<file path="src/rtl/id_ex_stage_if.sv">
// ID/EX boundary bundle: decode slot, EX/MEM forwarding sources, and registered EX outputs.
// The stage itself connects through the slave modport; the decode/pipeline side uses master.
interface id_ex_stage_if #(
    parameter int DATA_W    = 16,
    parameter int ALUCTRL_W = 3,
    parameter int BRANCH_W  = 3,
    parameter int REG_W     = 3
);
    logic                 STALL;
    logic                 FLUSH;
    logic                 ID_VALID;
    logic [ALUCTRL_W-1:0] ID_ALUCTRL;
    logic [BRANCH_W-1:0]  ID_BRANCH;
    logic [REG_W-1:0]     ID_RS1;
    logic [REG_W-1:0]     ID_RS2;
    logic [REG_W-1:0]     ID_RD;
    logic [DATA_W-1:0]    ID_RDATA1;
    logic [DATA_W-1:0]    ID_RDATA2;
    logic [DATA_W-1:0]    ID_IMM;
    logic                 ID_USEIMM;
    logic                 ID_REGWRITE;
    logic                 ID_MEMREAD;
    logic                 ID_MEMWRITE;
    logic [DATA_W-1:0]    ALUOUT;
    logic                 MEM_REGWRITE;
    logic [REG_W-1:0]     MEM_RD;
    logic [DATA_W-1:0]    MEM_DATA;

    logic                 EX_VALID;
    logic [ALUCTRL_W-1:0] EX_ALUCTRL;
    logic [BRANCH_W-1:0]  EX_BRANCH;
    logic [DATA_W-1:0]    EX_DATA1;
    logic [DATA_W-1:0]    EX_DATA2;
    logic [DATA_W-1:0]    EX_RS2VAL;
    logic [REG_W-1:0]     EX_RD;
    logic                 EX_REGWRITE;
    logic                 EX_MEMREAD;
    logic                 EX_MEMWRITE;
    logic                 HOLD;

    modport slave (
        input  STALL, FLUSH, ID_VALID, ID_ALUCTRL, ID_BRANCH, ID_RS1, ID_RS2, ID_RD,
               ID_RDATA1, ID_RDATA2, ID_IMM, ID_USEIMM, ID_REGWRITE, ID_MEMREAD,
               ID_MEMWRITE, ALUOUT, MEM_REGWRITE, MEM_RD, MEM_DATA,
        output EX_VALID, EX_ALUCTRL, EX_BRANCH, EX_DATA1, EX_DATA2, EX_RS2VAL, EX_RD,
               EX_REGWRITE, EX_MEMREAD, EX_MEMWRITE, HOLD
    );

    modport master (
        output STALL, FLUSH, ID_VALID, ID_ALUCTRL, ID_BRANCH, ID_RS1, ID_RS2, ID_RD,
               ID_RDATA1, ID_RDATA2, ID_IMM, ID_USEIMM, ID_REGWRITE, ID_MEMREAD,
               ID_MEMWRITE, ALUOUT, MEM_REGWRITE, MEM_RD, MEM_DATA,
        input  EX_VALID, EX_ALUCTRL, EX_BRANCH, EX_DATA1, EX_DATA2, EX_RS2VAL, EX_RD,
               EX_REGWRITE, EX_MEMREAD, EX_MEMWRITE, HOLD
    );
endinterface

</file>
<file path="src/rtl/id_ex_stage.sv">
// ID/EX pipeline register: operand forwarding from EX/MEM, load-use bubble with decode hold,
// and squash on taken branch. All EX outputs are registered; only HOLD is combinational.
module id_ex_stage #(
    parameter int DATA_W    = 16,
    parameter int ALUCTRL_W = 3,
    parameter int BRANCH_W  = 3,
    parameter int REG_W     = 3
) (
    input  logic            CLK,
    input  logic            RST,
    id_ex_stage_if.slave    bus
);
    typedef struct packed {
        logic                 valid;
        logic [ALUCTRL_W-1:0] aluctrl;
        logic [BRANCH_W-1:0]  branch;
        logic [DATA_W-1:0]    data1;
        logic [DATA_W-1:0]    data2;
        logic [DATA_W-1:0]    rs2val;
        logic [REG_W-1:0]     rd;
        logic                 regwrite;
        logic                 memread;
        logic                 memwrite;
    } ex_t;

    ex_t ex_q, ex_d, capt;

    logic              ex_fwd_ok;
    logic              rs2_used;
    logic              lu;
    logic [DATA_W-1:0] fwd1, fwd2;

    // A load in EX has no result yet, so only non-load writers forward from ALUOUT.
    assign ex_fwd_ok = ex_q.valid & ex_q.regwrite & ~ex_q.memread;

    function automatic logic [DATA_W-1:0] fwd(input logic [REG_W-1:0]  s,
                                              input logic [DATA_W-1:0] rdata);
        if (s == '0)
            return '0;
        else if (ex_fwd_ok && ex_q.rd == s)
            return bus.ALUOUT;
        else if (bus.MEM_REGWRITE && bus.MEM_RD == s)
            return bus.MEM_DATA;
        else
            return rdata;
    endfunction

    assign fwd1 = fwd(bus.ID_RS1, bus.ID_RDATA1);
    assign fwd2 = fwd(bus.ID_RS2, bus.ID_RDATA2);

    // Stores read rs2 as store data even though DATA2 carries the offset.
    assign rs2_used = ~bus.ID_USEIMM | bus.ID_MEMWRITE;

    assign lu = ex_q.valid & ex_q.memread & (ex_q.rd != '0) & bus.ID_VALID &
                ((bus.ID_RS1 == ex_q.rd) | (rs2_used & (bus.ID_RS2 == ex_q.rd)));

    assign bus.HOLD = bus.STALL | (lu & ~bus.FLUSH);

    always_comb begin
        capt          = '0;
        capt.valid    = 1'b1;
        capt.aluctrl  = bus.ID_ALUCTRL;
        capt.branch   = bus.ID_BRANCH;
        capt.data1    = fwd1;
        capt.data2    = bus.ID_USEIMM ? bus.ID_IMM : fwd2;
        capt.rs2val   = fwd2;
        capt.rd       = bus.ID_RD;
        capt.regwrite = bus.ID_REGWRITE;
        capt.memread  = bus.ID_MEMREAD;
        capt.memwrite = bus.ID_MEMWRITE;
    end

    always_comb begin
        ex_d = ex_q;
        if (bus.FLUSH)
            ex_d = '0;
        else if (bus.STALL)
            ex_d = ex_q;
        else if (lu || !bus.ID_VALID)
            ex_d = '0;
        else
            ex_d = capt;
    end

    always_ff @(posedge CLK) begin
        if (RST)
            ex_q <= '0;
        else
            ex_q <= ex_d;
    end

    assign bus.EX_VALID    = ex_q.valid;
    assign bus.EX_ALUCTRL  = ex_q.aluctrl;
    assign bus.EX_BRANCH   = ex_q.branch;
    assign bus.EX_DATA1    = ex_q.data1;
    assign bus.EX_DATA2    = ex_q.data2;
    assign bus.EX_RS2VAL   = ex_q.rs2val;
    assign bus.EX_RD       = ex_q.rd;
    assign bus.EX_REGWRITE = ex_q.regwrite;
    assign bus.EX_MEMREAD  = ex_q.memread;
    assign bus.EX_MEMWRITE = ex_q.memwrite;
endmodule

</file>
<file path="src/flat_wrapper.sv">
// flat-port wrapper written by rule: the top's interface ports become plain ports
module id_ex_stage_flat 
#(
    parameter int DATA_W    = 16,
    parameter int ALUCTRL_W = 3,
    parameter int BRANCH_W  = 3,
    parameter int REG_W     = 3
)
  (CLK, RST, bus_STALL, bus_FLUSH, bus_ID_VALID, bus_ID_ALUCTRL, bus_ID_BRANCH, bus_ID_RS1, bus_ID_RS2, bus_ID_RD, bus_ID_RDATA1, bus_ID_RDATA2, bus_ID_IMM, bus_ID_USEIMM, bus_ID_REGWRITE, bus_ID_MEMREAD, bus_ID_MEMWRITE, bus_ALUOUT, bus_MEM_REGWRITE, bus_MEM_RD, bus_MEM_DATA, bus_EX_VALID, bus_EX_ALUCTRL, bus_EX_BRANCH, bus_EX_DATA1, bus_EX_DATA2, bus_EX_RS2VAL, bus_EX_RD, bus_EX_REGWRITE, bus_EX_MEMREAD, bus_EX_MEMWRITE, bus_HOLD);
  id_ex_stage_if #(.DATA_W(DATA_W), .ALUCTRL_W(ALUCTRL_W), .BRANCH_W(BRANCH_W), .REG_W(REG_W)) bus_i ();
  input  logic CLK;
  input  logic RST;
  input wire logic [$bits(bus_i.STALL)-1:0] bus_STALL;
  input wire logic [$bits(bus_i.FLUSH)-1:0] bus_FLUSH;
  input wire logic [$bits(bus_i.ID_VALID)-1:0] bus_ID_VALID;
  input wire logic [$bits(bus_i.ID_ALUCTRL)-1:0] bus_ID_ALUCTRL;
  input wire logic [$bits(bus_i.ID_BRANCH)-1:0] bus_ID_BRANCH;
  input wire logic [$bits(bus_i.ID_RS1)-1:0] bus_ID_RS1;
  input wire logic [$bits(bus_i.ID_RS2)-1:0] bus_ID_RS2;
  input wire logic [$bits(bus_i.ID_RD)-1:0] bus_ID_RD;
  input wire logic [$bits(bus_i.ID_RDATA1)-1:0] bus_ID_RDATA1;
  input wire logic [$bits(bus_i.ID_RDATA2)-1:0] bus_ID_RDATA2;
  input wire logic [$bits(bus_i.ID_IMM)-1:0] bus_ID_IMM;
  input wire logic [$bits(bus_i.ID_USEIMM)-1:0] bus_ID_USEIMM;
  input wire logic [$bits(bus_i.ID_REGWRITE)-1:0] bus_ID_REGWRITE;
  input wire logic [$bits(bus_i.ID_MEMREAD)-1:0] bus_ID_MEMREAD;
  input wire logic [$bits(bus_i.ID_MEMWRITE)-1:0] bus_ID_MEMWRITE;
  input wire logic [$bits(bus_i.ALUOUT)-1:0] bus_ALUOUT;
  input wire logic [$bits(bus_i.MEM_REGWRITE)-1:0] bus_MEM_REGWRITE;
  input wire logic [$bits(bus_i.MEM_RD)-1:0] bus_MEM_RD;
  input wire logic [$bits(bus_i.MEM_DATA)-1:0] bus_MEM_DATA;
  output wire logic [$bits(bus_i.EX_VALID)-1:0] bus_EX_VALID;
  output wire logic [$bits(bus_i.EX_ALUCTRL)-1:0] bus_EX_ALUCTRL;
  output wire logic [$bits(bus_i.EX_BRANCH)-1:0] bus_EX_BRANCH;
  output wire logic [$bits(bus_i.EX_DATA1)-1:0] bus_EX_DATA1;
  output wire logic [$bits(bus_i.EX_DATA2)-1:0] bus_EX_DATA2;
  output wire logic [$bits(bus_i.EX_RS2VAL)-1:0] bus_EX_RS2VAL;
  output wire logic [$bits(bus_i.EX_RD)-1:0] bus_EX_RD;
  output wire logic [$bits(bus_i.EX_REGWRITE)-1:0] bus_EX_REGWRITE;
  output wire logic [$bits(bus_i.EX_MEMREAD)-1:0] bus_EX_MEMREAD;
  output wire logic [$bits(bus_i.EX_MEMWRITE)-1:0] bus_EX_MEMWRITE;
  output wire logic [$bits(bus_i.HOLD)-1:0] bus_HOLD;
  assign bus_i.STALL = bus_STALL;
  assign bus_i.FLUSH = bus_FLUSH;
  assign bus_i.ID_VALID = bus_ID_VALID;
  assign bus_i.ID_ALUCTRL = bus_ID_ALUCTRL;
  assign bus_i.ID_BRANCH = bus_ID_BRANCH;
  assign bus_i.ID_RS1 = bus_ID_RS1;
  assign bus_i.ID_RS2 = bus_ID_RS2;
  assign bus_i.ID_RD = bus_ID_RD;
  assign bus_i.ID_RDATA1 = bus_ID_RDATA1;
  assign bus_i.ID_RDATA2 = bus_ID_RDATA2;
  assign bus_i.ID_IMM = bus_ID_IMM;
  assign bus_i.ID_USEIMM = bus_ID_USEIMM;
  assign bus_i.ID_REGWRITE = bus_ID_REGWRITE;
  assign bus_i.ID_MEMREAD = bus_ID_MEMREAD;
  assign bus_i.ID_MEMWRITE = bus_ID_MEMWRITE;
  assign bus_i.ALUOUT = bus_ALUOUT;
  assign bus_i.MEM_REGWRITE = bus_MEM_REGWRITE;
  assign bus_i.MEM_RD = bus_MEM_RD;
  assign bus_i.MEM_DATA = bus_MEM_DATA;
  assign bus_EX_VALID = bus_i.EX_VALID;
  assign bus_EX_ALUCTRL = bus_i.EX_ALUCTRL;
  assign bus_EX_BRANCH = bus_i.EX_BRANCH;
  assign bus_EX_DATA1 = bus_i.EX_DATA1;
  assign bus_EX_DATA2 = bus_i.EX_DATA2;
  assign bus_EX_RS2VAL = bus_i.EX_RS2VAL;
  assign bus_EX_RD = bus_i.EX_RD;
  assign bus_EX_REGWRITE = bus_i.EX_REGWRITE;
  assign bus_EX_MEMREAD = bus_i.EX_MEMREAD;
  assign bus_EX_MEMWRITE = bus_i.EX_MEMWRITE;
  assign bus_HOLD = bus_i.HOLD;
  id_ex_stage #(.DATA_W(DATA_W), .ALUCTRL_W(ALUCTRL_W), .BRANCH_W(BRANCH_W), .REG_W(REG_W)) u_core (.CLK(CLK), .RST(RST), .bus(bus_i));
endmodule
</file>
<file path="config.mk">
export PLATFORM = sky130hd
export DESIGN_NAME = id_ex_stage_flat
export DESIGN_NICKNAME = d
export VERILOG_FILES = /design/src/rtl/id_ex_stage_if.sv /design/src/rtl/id_ex_stage.sv /design/src/flat_wrapper.sv
export SDC_FILE = /design/constraint.sdc
export NUM_CORES = 1
export LEC_CHECK = 0
export ABC_AREA = 1
export CAP_MARGIN = 20
export CORE_MARGIN = 2
export CORE_UTILIZATION = 35
export CTS_CLUSTER_SIZE = 40
export DETAILED_ROUTE_END_ITERATION = 10
export GPL_TIMING_DRIVEN = 0
export PLACE_DENSITY_LB_ADDON = 0.1
export RECOVER_POWER = 50
export SLEW_MARGIN = 30
export SYNTH_ARGS = -nofsm -noshare
export SYNTH_HDL_FRONTEND = slang
export SYNTH_SLANG_ARGS = --single-unit
</file>
<file path="constraint.sdc">
create_clock -name CLK -period 3.85 [get_ports CLK]
set_clock_uncertainty 0.2 [all_clocks]
set_input_delay 0.77 -clock CLK [delete_from_list [all_inputs] [get_ports CLK]]
set_output_delay 0.77 -clock CLK [all_outputs]
set_load 0.05 [all_outputs]
</file>
## Word-level counts from Yosys, hierarchy flattened

Index checks and enable logic that the tools add are counted.

- Logic and storage cells: 48
- Bits in registers: 61
- Input bits: 108
- Output and inout bits: 62

- Bitwise operators: 14
- Equality and inequality tests: 6
- Muxes and demuxes: 8
- Reduce and logical (&&, ||, !) cells: 10

Operator list:

| operator | number |
|---|---|
| 16-bit two-way mux | 7 |
| 61-bit two-way mux | 1 |
| 3-bit == test | 6 |
| 1-bit AND | 8 |
| 3-bit zero test | 2 |
| 1-bit logical AND | 4 |
| 1-bit inverter | 3 |
| 1-bit OR | 3 |
| 3-bit nonzero test | 1 |
| 2-bit OR reduction | 1 |
| 1-bit zero test | 1 |
| 1-bit logical OR | 1 |

## Longest topological paths before layout

Gate-level depths: netlist of run 1.

- Depth in word-level cells: 7
- Mapped depth: 13
- Mapped depth without buffers: 11

## Least setup slack after synthesis of run 1

No wires, ideal clock.

- Path type: input to output
- Start: input bus_ID_RS2[1]
- End: output bus_HOLD
- Arrival: 2,128 ps
- Required time: 2,880 ps
- Stages on the path: 8
- Path slack: 752 ps
- Path through: inv_1 -> nand2_1 -> nand2_1 -> nor2_4 -> nand3_1 -> nand2_1 -> nand2_2 -> o21bai_1

- Cells in the longest elaborated chain, start to end: 6

Ends and longest elaborated chain:

| element | RTL line | RTL |
|---|---|---|
| from (decl) | flat_wrapper.sv:19 | `input wire logic [$bits(bus_i.ID_RS2)-1:0] bus_ID_RS2;` |
| 3-bit == test | id_ex_stage.sv:55 | `((bus.ID_RS1 == ex_q.rd) \| (rs2_used & (bus.ID_RS2 == ex_q.rd)));` |
| 1-bit AND | id_ex_stage.sv:55 |  |
| 1-bit OR | id_ex_stage.sv:55 |  |
| 1-bit AND | id_ex_stage.sv:54 | `assign lu = ex_q.valid & ex_q.memread & (ex_q.rd != '0) & bus.ID_VALID &` |
| 1-bit AND | id_ex_stage.sv:57 | `assign bus.HOLD = bus.STALL \| (lu & ~bus.FLUSH);` |
| 1-bit OR | id_ex_stage.sv:57 |  |
| to (decl) | flat_wrapper.sv:42 | `output wire logic [$bits(bus_i.HOLD)-1:0] bus_HOLD;` |

Every way passes these cells.

## Worst setup path after layout of run 1

Same ends and word-level chain as after synthesis.

==> results.json, run 1 <==
{
  "cap_violations": 0,
  "grt_usage_pct": 23.9,
  "clock-root-buffer": "clkbuf_8",
  "grt_max_degree": 12,
  "nNetsFinal": 917,
  "critPathRequiredTime_ps": 2880,
  "fmax_mhz": 270,
  "cts_sinks": 61,
  "final_cell_area_um2": 5770,
  "initial_core_util_pct": 35.8,
  "die_h_um": 107,
  "synth_common_cells": "221 x nand2_1, 85 x nand3_1, 83 x nor2_1, 61 x dfxtp_1, 59 x inv_1",
  "crit_path_end_kind": "output port",
  "fp-row-count": 37,
  "rsz0062_at_grt": "false",
  "io_pins": 170,
  "ys_ff_latch": 61,
  "reg2reg_slack_ps": 1680,
  "num-fill-cells": 1062,
  "dpl-instance-area_um2": 5530,
  "grt_pass1_wl_um": 21200,
  "yosys.cell_types.count": 23,
  "finalCriticalPeriod_ps": 3700,
  "die_w_um": 107,
  "worstMarginPinSlew_ps": 659,
  "grt_overflow_total": 0,
  "power_leakage_nw": 2.72,
  "critPathCapture": "bus_HOLD",
  "dpl.hpwl_um": 10800,
  "cts_buffer_depth": 2,
  "ys_seq_area_share_pct": 33.2,
  "routed_wl_um": 13600,
  "r2r-end": "u_core.bus.EX_DATA1[3]$_SDFFE_PP0N_",
  "antenna_cells": 0,
  "path_clk_slew_ps": 70,
  "core_region_area_um2": 10300,
  "yosysMostFrequentCell": "nand2_1",
  "totalPowerFinal_mw": 1.76,
  "drc": 0,
  "htreeDepth": 3,
  "critPathLaunchType": "input port",
  "place_congestion": 0.904,
  "min_delay_path_depth": 2,
  "finalSetupViolations": 0,
  "cts_buffers": 9,
  "drive_gt1_share_pct": 4.79,
  "vias": 4630,
  "synth_top_area_cell": "dfxtp_1",
  "fp.dieArea_um2": 11400,
  "syn_area_per_cell_um2": 5.84,
  "r2r_start": "u_core.bus.EX_VALID$_SDFFE_PP0N_",
  "drt_iter0_drc": 213,
  "fin_crit_sh_pct": 96.1,
  "power_density_nw_per_um2": 306,
  "yosysTopAreaCellShare_pct": 33.2,
  "syn_inst": 630,
  "drv_slew": 0,
  "path_class": "in -> out",
  "antenna_found_initial": 0,
  "worstPathArrival_ps": 2730,
  "finalHoldViolCount": 0,
  "synth-edff-count": 0,
  "yosys-top-cells-area": "dfxtp_1 33%, nand2_1 23%, nand3_1 12%, nor2_1 8.5%, a21oi_1 6.4%",
  "antenna_left": 0,
  "avgViaCountPerCell": 4.87,
  "first_pass_iters": 5,
  "grt_pass1_vias": 4414,
  "syn_nets": 738,
  "crit_fanout": 9,
  "status": "completed",
  "ys.flop_type": "dfxtp_1",
  "setup_tns_ps": 0,
  "crit_start": "bus_ID_RS2[1]",
  "cts_tree": "done",
  "ys_warn_count": 0,
  "reg2reg_depth": 10,
  "port_buffers": 168,
  "areaGrowthSynthToFinish_pct": 56.7,
  "avgRoutedWirePerCell_um": 14.3,
  "async_flop_share_pct": 0,
  "cts_setup_buffers": 0,
  "hold_path_class": "reg -> reg",
  "synth_area_um2": 3680,
  "ir_drop_mv": 0.201,
  "maxSlewHeadroom_pct": 56.1,
  "worstSkewPairLatency_ps": 350
}
## critical path, cell delays in order
cell and delay, ps:
clkdlybuf4s50_1 500, inv_1 80, nand2_1 60, nand2_1 80, nor2_4 240, nand3_1 110, nand2_1 100, nand2_2 100
o21bai_1 140, dlygate4sd2_1 540
## flip-flops by register name, indices dropped and copies added, names as in the netlist, 3 cells and up
signal,count
u_core.bus.EX_ALUCTRL,3
u_core.bus.EX_BRANCH,3
u_core.bus.EX_DATA1,16
u_core.bus.EX_DATA2,16
u_core.bus.EX_RD,3
u_core.bus.EX_RS2VAL,16
## power by group
| group | switching [mW] | internal (mW) | total [mW] |
|---|---|---|---|
| registers | 0.00781 | 0.644 | 0.652 |
| logic | 0.229 | 0.175 | 0.404 |
| clock network | 0.278 | 0.430 | 0.708 |
| total | 0.515 | 1.25 | 1.76 |
## stage by stage
step | hold slack (ps) | util, % | instances | setup WS [ps]
4_1_cts | 269 | 56.1 | 950 | 154
2_1_floorplan | 490 | - | 630 | 752
3_5_place_dp | 257 | 53.8 | 934 | -116
5_1_grt | 289 | 56.1 | 950 | 17.8
6_report | 263 | 56.1 | 950 | 152
3_3_place_gp | 251 | 53.8 | 934 | -101
## cells in the final DEF, fill, tap and decap left out
cell type and count:
nand2_1 221, clkdlybuf4s50_1 110, nand3_1 85, nor2_1 84
dfxtp_1 61, inv_1 59, dlygate4sd3_1 57, a21oi_1 47
clkbuf_1 24, nand4_1 17, clkbuf_8 9, buf_2 8
xnor2_1 3, nor2_2 3, bufinv_16 3, inv_2 2
nor2_4 2, or2_2 2, o21ai_0 2, buf_1 2
nand3_2 2, buf_6 2, xnor2_2 1, nand2_2 1
o21bai_1 1, nand2_4 1, xor2_1 1, clkinvlp_4 1
clkinv_4 1, clkinv_2 1, dlygate4sd2_1 1
## layout make-up
type	count	area (µm²)	share of cell area [%]
multi-input combinational	473	2070	35.9
timing repair buffer	168	1680	29.1
sequential	61	1220	21.2
inverter	61	229	3.97
tap	136	170	2.95
buffer	35	156	2.71
clock buffer	10	128	2.21
clock inverter	6	111	1.93
## repair_timing
action	CTS	global route
hold buffers	0	0
resized for setup	1	0
endpoints found under the setup margin	1	0
## how the worst min path moves through the flow
stage                                                 end  slack (ps)                             startpoint
global placement     u_core.bus.EX_BRANCH[0]$_SDFFE_PP0N_         250   u_core.bus.EX_BRANCH[0]$_SDFFE_PP0N_
CTS                   u_core.bus.EX_DATA2[2]$_SDFFE_PP0N_         270    u_core.bus.EX_DATA2[2]$_SDFFE_PP0N_
detailed placement    u_core.bus.EX_DATA2[2]$_SDFFE_PP0N_         260    u_core.bus.EX_DATA2[2]$_SDFFE_PP0N_
global route        u_core.bus.EX_RS2VAL[11]$_SDFFE_PP0N_         290  u_core.bus.EX_RS2VAL[11]$_SDFFE_PP0N_
finish               u_core.bus.EX_DATA2[11]$_SDFFE_PP0N_         260   u_core.bus.EX_DATA2[11]$_SDFFE_PP0N_
floorplan           u_core.bus.EX_ALUCTRL[0]$_SDFFE_PP0N_         490  u_core.bus.EX_ALUCTRL[0]$_SDFFE_PP0N_
## cell families (layout without fill, tap and decap cells)
family | Yosys count | after routing | synth area share [%]
compound gates | 50 | 50 | 6.87
xor+xnor | 5 | 5 | 1.39
buf+inv | 96 | 280 | 10.5
flops | 61 | 61 | 33.2
simple gates | 418 | 418 | 48.1
## routing by layer
layer	GRT usage [%]	vias up	routed length [µm]
met5	0	-	0
met4	7.88	0	284
met3	7.97	16	1240
met2	40.0	188	6370
met1	28.9	2080	5660
li1	-	2346	-
Note: power is estimated with default switching activity, not from simulation.
==> run 2, diff against run 1 <==
clock period = 3.47 ns   (was 3.85 ns; I/O delays follow)
==> run 2 against run 1 <==
Effect of this change: flip-flop and latch count unchanged; sequential share of layout area about the same; critical path depth stayed put; routed wire length decreased by 0.17%; die area unchanged; non-clock buffer count unchanged; critical endpoint unchanged; total power grew 11%; setup slack better by 38 ps; first-iteration DRC count unchanged; register-to-register slack got worse by 370 ps; global-route usage unchanged; clock power grew 11%.
==> results.json, run 2 (synthesis results as in run 1) <==
{
  "first_pass_iters": 4,
  "clkPwrFrac_pct": 40.1,
  "core_region_area_um2": 10300,
  "status": "completed",
  "crit_fanout": 9,
  "setup_ws_ps": 189,
  "hold_path_class": "reg -> reg",
  "die_h_um": 107,
  "dpl.hpwl_um": 10800,
  "routed_wl_um": 13500,
  "grt_pass1_wl_um": 21200,
  "critPathCapture": "bus_HOLD",
  "place_ws_ps": -344,
  "r2r_start": "u_core.bus.EX_VALID$_SDFFE_PP0N_",
  "antenna_found_initial": 0,
  "r2r-end": "u_core.bus.EX_DATA1[3]$_SDFFE_PP0N_",
  "cts_tree": "done",
  "crit_path_end_kind": "output port",
  "cts_setup_buffers": 0,
  "cap_violations": 0,
  "final_common_cell": "nand2_1",
  "critPathRequiredTime_ps": 2580,
  "worstSkewPairLatency_ps": 350,
  "final_cell_area_um2": 5760,
  "port_buffers": 168,
  "place_congestion": 0.904,
  "htreeDepth": 3,
  "rsz0062_at_grt": "false",
  "drt_iter0_drc": 213,
  "p_int_mw": 1.39,
  "cts_sinks": 61,
  "worstMarginPinSlew_ps": 657,
  "multi_input_comb_area_um2": 2070,
  "power_leakage_nw": 2.72,
  "totalPowerFinal_mw": 1.96,
  "reg2reg_depth": 10,
  "path_clk_slew_ps": 70,
  "p_sw_share_pct": 29.1,
  "io_pins": 170,
  "nNetsFinal": 917,
  "postCtsHoldBufs": 0,
  "num-fill-cells": 1061,
  "path_class": "in -> out",
  "drv_slew": 0,
  "clock-root-buffer": "clkbuf_8",
  "grt_overflow_total": 0,
  "ir_drop_mv": 0.223,
  "crit_start": "bus_ID_RS2[0]",
  "finalCriticalPeriod_ps": 3280,
  "reg2reg_slack_ps": 1310,
  "power_density_nw_per_um2": 339,
  "grt_max_degree": 12,
  "cts_resized": 3,
  "fmax_mhz": 305,
  "fin_crit_sh_pct": 94.5,
  "whs_ps": 263,
  "regArea_um2": 1220,
  "maxSlewHeadroom_pct": 56.2,
  "power_frac_comb_pct": 22.9,
  "initial_core_util_pct": 35.8,
  "areaGrowthSynthToFinish_pct": 56.6,
  "vias": 4612,
  "antenna_left": 0,
  "finalSetupViolations": 0,
  "sequentialPowerShare_pct": 37.0,
  "switching_power_uw": 570,
  "grt_pass1_vias": 4414,
  "grt_usage_pct": 23.9,
  "drc": 0,
  "final_util_pct": 56.1,
  "worstPathArrival_ps": 2390,
  "die_w_um": 107,
  "final_cell_mix": "221 x nand2_1, 110 x clkdlybuf4s50_1, 85 x nand3_1, 84 x nor2_1, 61 x dfxtp_1",
  "antenna_cells": 0,
  "dpl-instance-area_um2": 5530,
  "avgViaCountPerCell": 4.85,
  "cts_buffer_depth": 2,
  "finalHoldViolCount": 0,
  "avgRoutedWirePerCell_um": 14.2,
  "fp-row-count": 37,
  "drive_gt1_share_pct": 4.91,
  "cts_buffers": 9,
  "critPathLaunchType": "input port",
  "fp.dieArea_um2": 11400
}
## run 2: changes by cell type in the layout (fill, tap and decap cells not counted), sizes merged
cell	delta
buf	+1
dlygate4sd2	-1
## run 2: per-layer routing
| metal | part of all wire [%] | global-route usage [%] | vias up | routed length, µm |
|---|---|---|---|---|
| met5 | 0 | 0 | - | 0 |
| li1 | - | - | 2346 | - |
| met3 | 9.1 | 7.97 | 15 | 1230 |
| met1 | 42 | 28.9 | 2071 | 5670 |
| met2 | 47 | 40.0 | 180 | 6340 |
| met4 | 2.1 | 7.88 | 0 | 283 |
## run 2: worst max-delay path, stage by stage
cell	delay (ps)
clkdlybuf4s50_1	530
inv_1	70
nand2_1	60
nand2_1	90
nor2_4	220
nand3_1	110
nand2_1	100
nand2_2	100
o21bai_1	140
buf_2	280
## run 2: stage by stage
step,TNS (ps),cells
2_1_floorplan,0,630
3_3_place_gp,-329,934
3_5_place_dp,-344,934
4_1_cts,0,950
5_1_grt,0,950
6_report,0,950
## run 2: worst min path at each step
stage,from,to,slack (ps),cells past startpoint
after global routing,u_core.bus.EX_RS2VAL[11]$_SDFFE_PP0N_,u_core.bus.EX_RS2VAL[11]$_SDFFE_PP0N_,290,2
after global placement,u_core.bus.EX_BRANCH[0]$_SDFFE_PP0N_,u_core.bus.EX_BRANCH[0]$_SDFFE_PP0N_,250,2
after floorplan,u_core.bus.EX_ALUCTRL[0]$_SDFFE_PP0N_,u_core.bus.EX_ALUCTRL[0]$_SDFFE_PP0N_,490,2
final,u_core.bus.EX_DATA2[11]$_SDFFE_PP0N_,u_core.bus.EX_DATA2[11]$_SDFFE_PP0N_,260,2
after detailed placement,u_core.bus.EX_DATA2[2]$_SDFFE_PP0N_,u_core.bus.EX_DATA2[2]$_SDFFE_PP0N_,260,2
after CTS,u_core.bus.EX_DATA2[2]$_SDFFE_PP0N_,u_core.bus.EX_DATA2[2]$_SDFFE_PP0N_,270,2
## run 2: area by class of cell
class / count / area share [%]
Clock buffer: 10 / 2.21
Inverter: 61 / 3.97
Tap cell: 136 / 2.95
Clock inverter: 6 / 1.93
Multi-Input combinational cell: 473 / 35.9
Buffer: 35 / 2.71
Timing Repair Buffer: 168 / 29.1
Sequential cell: 61 / 21.2
## run 2: power groups by stage
| stage | clock network, mW | logic (mW) | registers (mW) |
|---|---|---|---|
| final | 0.785 | 0.448 | 0.723 |
| after global routing | 0.834 | 0.487 | 0.725 |
| after CTS | 0.803 | 0.453 | 0.724 |
| after detailed placement | 0 | 0.451 | 0.740 |
| after global placement | 0 | 0.448 | 0.740 |
| after floorplan | 0 | 0.181 | 0.792 |
